--- src/rtl/fifo_burst_rd.sv ---
// fifo_burst_rd: drains an FWFT FIFO as sop/eop-framed bursts into a one-word output register.
// Optional build macro FIFO_BURST_RD_TIMEOUT_EN adds an idle timer that flushes partial bursts.
module fifo_burst_rd #(
    parameter int DW        = 8,
    parameter int AW        = 8,
    parameter int BURST_LEN = 16,
    parameter int TIMEOUT   = 64
) (
    input  logic          clk,
    input  logic          rst_n,
    input  logic [DW-1:0] fifo_dout,
    input  logic          fifo_empty,
    input  logic [AW:0]   fifo_rd_space,
    output logic          fifo_rd_en,
    output logic [DW-1:0] m_data,
    output logic          m_valid,
    input  logic          m_ready,
    output logic          m_sop,
    output logic          m_eop,
    output logic          busy
);
    localparam logic [AW:0] BL  = (AW+1)'(BURST_LEN);
    localparam logic [AW:0] ONE = (AW+1)'(1);

    if (BURST_LEN < 1 || BURST_LEN > 2**AW || TIMEOUT < 1) begin : g_bad_params
        $error("fifo_burst_rd: BURST_LEN must be 1..2**AW and TIMEOUT >= 1");
    end

    typedef enum logic {IDLE, BURST} state_t;
    state_t      state;
    logic [AW:0] cnt, len;
    logic        last, full_burst, expired;

    assign full_burst = fifo_rd_space >= BL;
    assign last       = cnt == len - ONE;
    assign fifo_rd_en = rst_n && state == BURST && !fifo_empty && cnt < len && (!m_valid || m_ready);
    assign busy       = state != IDLE || m_valid;

`ifdef FIFO_BURST_RD_TIMEOUT_EN
    localparam int            TW = $clog2(TIMEOUT + 1);
    localparam logic [TW-1:0] TM = TW'(TIMEOUT);
    logic [TW-1:0] timer;
    logic          partial;

    assign partial = state == IDLE && fifo_rd_space != '0 && !full_burst;
    assign expired = partial && timer == TM;

    // Count idle cycles with a residual below a full burst, saturating at TIMEOUT.
    always_ff @(posedge clk) begin
        if (!rst_n || !partial) timer <= '0;
        else if (!expired) timer <= timer + TW'(1);
    end
`else
    assign expired = 1'b0;
`endif

    // Burst FSM plus the output register; a pop always refills the register on the next edge.
    always_ff @(posedge clk) begin
        if (!rst_n) begin
            state   <= IDLE;
            cnt     <= '0;
            len     <= '0;
            m_data  <= '0;
            m_valid <= 1'b0;
            m_sop   <= 1'b0;
            m_eop   <= 1'b0;
        end else begin
            if (state == IDLE) begin
                if (full_burst || expired) begin
                    state <= BURST;
                    cnt   <= '0;
                    len   <= full_burst ? BL : fifo_rd_space;
                end
            end else if (fifo_rd_en) begin
                cnt <= cnt + ONE;
                if (last) state <= IDLE;
            end
            if (fifo_rd_en) begin
                m_data  <= fifo_dout;
                m_valid <= 1'b1;
                m_sop   <= cnt == '0;
                m_eop   <= last;
            end else if (m_ready) begin
                m_valid <= 1'b0;
            end
        end
    end
endmodule

--- config.mk ---
export PLATFORM = sky130hd
export DESIGN_NAME = fifo_burst_rd
export DESIGN_NICKNAME = d
export VERILOG_FILES = /design/src/rtl/fifo_burst_rd.sv
export SDC_FILE = /design/constraint.sdc
export NUM_CORES = 1
export LEC_CHECK = 0
export ABC_CLOCK_PERIOD_IN_PS = 1640
export CAP_MARGIN = 25
export CORE_AREA = 5 5 54 56
export DETAILED_ROUTE_END_ITERATION = 10
export DIE_AREA = 0 0 59 61
export GPL_ROUTABILITY_DRIVEN = 1
export PLACE_DENSITY = 0.8
export SLEW_MARGIN = 25
export SYNTH_ARGS = -nofsm -noshare
export SYNTH_HDL_FRONTEND = slang
export SYNTH_SLANG_ARGS = --single-unit
--- constraint.sdc ---
create_clock -name clk -period 1.64 [get_ports clk]
set_input_delay 0.246 -clock clk [delete_from_list [all_inputs] [get_ports clk]]
set_output_delay 0.246 -clock clk [all_outputs]
set_load 0.005 [all_outputs]
==> results.md <==
- 0.6017 — utilization after layout
- 2 — Buf/Inv on CP
- 22 — Sinks on Clock Net
- 32 — count of unique library cells instantiated by Yosys
- 0 — DRC violation count after routing
- 1.37 ns — crit path DAT
- 104 — Mapped Cells
- 0.8236 — RePlAce Congestion
- 7 — number of cell instances on the worst register-to-register path
- 49.29% — signed area change from the synthesized netlist to the final layout
- done — TritonCTS clock tree
- 18 — pin count of the biggest net entering global routing
- len[4] — launch point of the worst reg-to-reg path
- 753.8 nW/um^2 — Power Dens Cells
- 1436 sq um — cell area after layout
- 24 — DRC marker count from the first detailed-route iteration
- 0.002739 ns — Clock Skew
- 0.4030 — initial cell density of the core
- flip-flops — Worst path top cell family by delay
- 0.12 ns — Clk pin slew, worst setup/hold paths
- 13.60 microns — post-detailed-route wirelength per cell
- 2.380 mm — total wire length
- 3 — TritonCTS Buffers
- m_data[0] — min-delay src
- 0 — share of synthesized registers carrying an async set or reset
- 931 — vias in the first global route
- 9.252 sq um — Mapped Avg Cell Area
- 4 — Initial DRT Pass Iterations
- 0 — EDFF count, synth
- sky130_fd_sc_hd__clkbuf_4 — Clk Tree Root Cell
- 1354 sq um — cell area after placement
- flip-flop to flip-flop — class of the most critical hold timing path
- 919 — via count
- 0 — count of final max-slew check failures
- ha_4, and3b_2, nand4b_4, inv_4, buf_6 — chain of cells forming the critical path
- 59 microns — x dimension of the die
- yes — setup repair after global routing missed its margin
- 34 — number of top-level pins
- 0 — leftover overflow at the end of global routing
- 0 — total of warnings raised by yosys
- m_data[0] — Worst Hold Endpoint
- 0.4577 — fraction of the yosys area taken by sequential cells
- 2387 sq um — core area
- 0.5403 mV — peak ir drop on the vdd network
- 962.2 sq um — area of the mapped netlist
- cnt[3] — Worst R2R End
- 128 — syn nets
- 0 — n_diodes
- 0.7986 — Max-Slew Margin vs Limit
- 0.02080 ns — setup slack of the critical path after layout
- 0 — number of setup buffers added after CTS
- 5.251 — DR vias/cell
- flip-flop to primary output — kind of critical path
- 4.126 mm — global-route wire length before repair
- 1.825 mm — detailed placer's ending HPWL
- sky130_fd_sc_hd__dfxtp_1 — leading register cell type out of synthesis
- 1.39 ns — worst endpoint required time
- 0 — max-capacitance violation count
- 1 — deepest level of the CTS H-tree
- 0.31 ns — insertion delay to the later sink of the worst-skew pair
- flip-flop — type of element launching the critical path
- 0 — number of endpoints with negative hold slack in the final report
- 2 — hold-critical path depth
- 0 — Setup-failing EPs final
- 207 — FILL cells
- 0 — antenna violations before repair
- 18 — Rows
- 0 — post-route ant nets
- 5 — critical path depth in cells
- -0.2180 ns — DP Worst Slack
- 1.619 ns — final critical-path required period
- 0.1532 — global-route usage over all layers
- 0.2998 ns — Least-Margin Pin Slew
- 0.4587 ns — Final Hold Slack
- finished clean — status
- 0.9873 — final cycle utilization of the critical path
- 2 — Max Fanout on Critical Path
- 22 — post-synthesis sequential element count
- 0.05 ns — R2R setup slack
- 0 — number of hold buffers added after CTS
- sky130_fd_sc_hd__dfxtp_1 — slowest stage cell on the critical path
- 3599 sq um — Total Die Area
- 29 — Port Buffers
- 1.083 mW — post-layout total power
- 2 — maximum root-to-sink buffer count
- 0.41 ns — Critical Path Max Stage Delay
- 0.5625 nW — leakage dissipation
- 61 microns — vertical die dimension
- 0.2138 — layout cell share with drive strength beyond 1
- primary output — endpoint class of the critical path
- 617.6 MHz — maximum frequency from static timing analysis
- 170 — post-layout net count
timing repair:
item / CTS / global route
pin swaps: 1 / 2
gates resized for setup: 11 / 4
endpoints found under the setup margin: 4 / 5
synth_stat cells, types with 2 or more instances:
library cell               instances  area [sq um]
sky130_fd_sc_hd__and3_1            4         25.02
sky130_fd_sc_hd__ha_1              3         37.54
sky130_fd_sc_hd__o21a_1            2         15.01
sky130_fd_sc_hd__dfxtp_1          22         440.4
sky130_fd_sc_hd__clkbuf_1          2         7.510
sky130_fd_sc_hd__nand2_1          21         78.83
sky130_fd_sc_hd__nor3_1            2         10.01
sky130_fd_sc_hd__nand3_1           4         20.02
sky130_fd_sc_hd__nor2_1            3         11.26
sky130_fd_sc_hd__inv_1             4         15.01
sky130_fd_sc_hd__a21oi_1          14         70.07
sky130_fd_sc_hd__nand3b_1          2         15.01
sky130_fd_sc_hd__a311oi_2          2         30.03
state kept, by name (all words and copies together) (netlist names):
name / flops
cnt: 9
m_data: 8
len: 1
m_eop: 1
m_sop: 1
m_valid: 1
state: 1
worst max path at each step:
stage	startpoint	endpoint
2_1_floorplan	cnt[4]	cnt[0]
3_3_place_gp	fifo_empty	fifo_rd_en
3_5_place_dp	fifo_rd_space[5]	cnt[3]
4_1_cts	cnt[4]	fifo_rd_en
5_1_grt	cnt[5]	fifo_rd_en
6_report	len[4]	fifo_rd_en
kinds of logic (layout without fill, tap and decap cells):
group                    after synthesis  count (layout)  share of synthesized area
adder cells (fa/ha/maj)                3               3                    0.03902
buffers and inverters                  9              50                    0.04420
AND/OR/NAND/NOR                       48              48                     0.2965
flip-flops                            22              22                     0.4577
AO/OA/AOI/OAI                         22              22                     0.1626
through the flow:
step	setup TNS, ns	cells
global placement	-1.421	171
global route	-0.2802	175
floorplan	0	104
CTS	0	175
detailed placement	-1.907	171
finish	0	175
area by class of cell:
| cell class | instances | area, sq um | area share |
|---|---|---|---|
| timing repair buffer | 40 | 376.6 | 0.2622 |
| multi-input combinational | 73 | 501.7 | 0.3493 |
| clock inverter | 1 | 30.03 | 0.02091 |
| clock buffer | 3 | 22.52 | 0.01568 |
| sequential | 22 | 442.9 | 0.3084 |
| inverter | 6 | 25.02 | 0.01742 |
| tap | 30 | 37.54 | 0.02613 |
worst register-to-register path: stages (launching register included):
cell and delay, ns:
sky130_fd_sc_hd__dfxtp_1 0.41, sky130_fd_sc_hd__ha_4 0.15, sky130_fd_sc_hd__and3b_2 0.21, sky130_fd_sc_hd__nand4b_4 0.13, sky130_fd_sc_hd__inv_4 0.08, sky130_fd_sc_hd__buf_4 0.19
sky130_fd_sc_hd__nand2b_1 0.09, sky130_fd_sc_hd__a311oi_2 0.26
report_power, final:
group	leakage, nW	internal, mW	switching [mW]
combinational	0.355	0.0727	0.0468
sequential	0.179	0.543	0.00623
clock	0.0279	0.247	0.167
layer usage:
metal / global-route usage / share of wire / vias up
met4: 0.1036 / 0.025 / 0
li1: - / - / 447
met3: 0.02128 / 0.034 / 6
met5: 0 / 0 / -
met1: 0.1690 / 0.41 / 441
met2: 0.2729 / 0.53 / 25
cells in the final DEF, fill, tap and decap left out, types with 3 or more instances in the layout:
master / instances
sky130_fd_sc_hd__a21oi_1: 14
sky130_fd_sc_hd__and3_1: 4
sky130_fd_sc_hd__buf_4: 10
sky130_fd_sc_hd__clkbuf_4: 3
sky130_fd_sc_hd__clkdlybuf4s50_1: 27
sky130_fd_sc_hd__dfxtp_1: 20
sky130_fd_sc_hd__inv_1: 3
sky130_fd_sc_hd__nand2_1: 21
sky130_fd_sc_hd__nand3_1: 4
sky130_fd_sc_hd__nor2_1: 3
(Power assumes the default switching activity.)
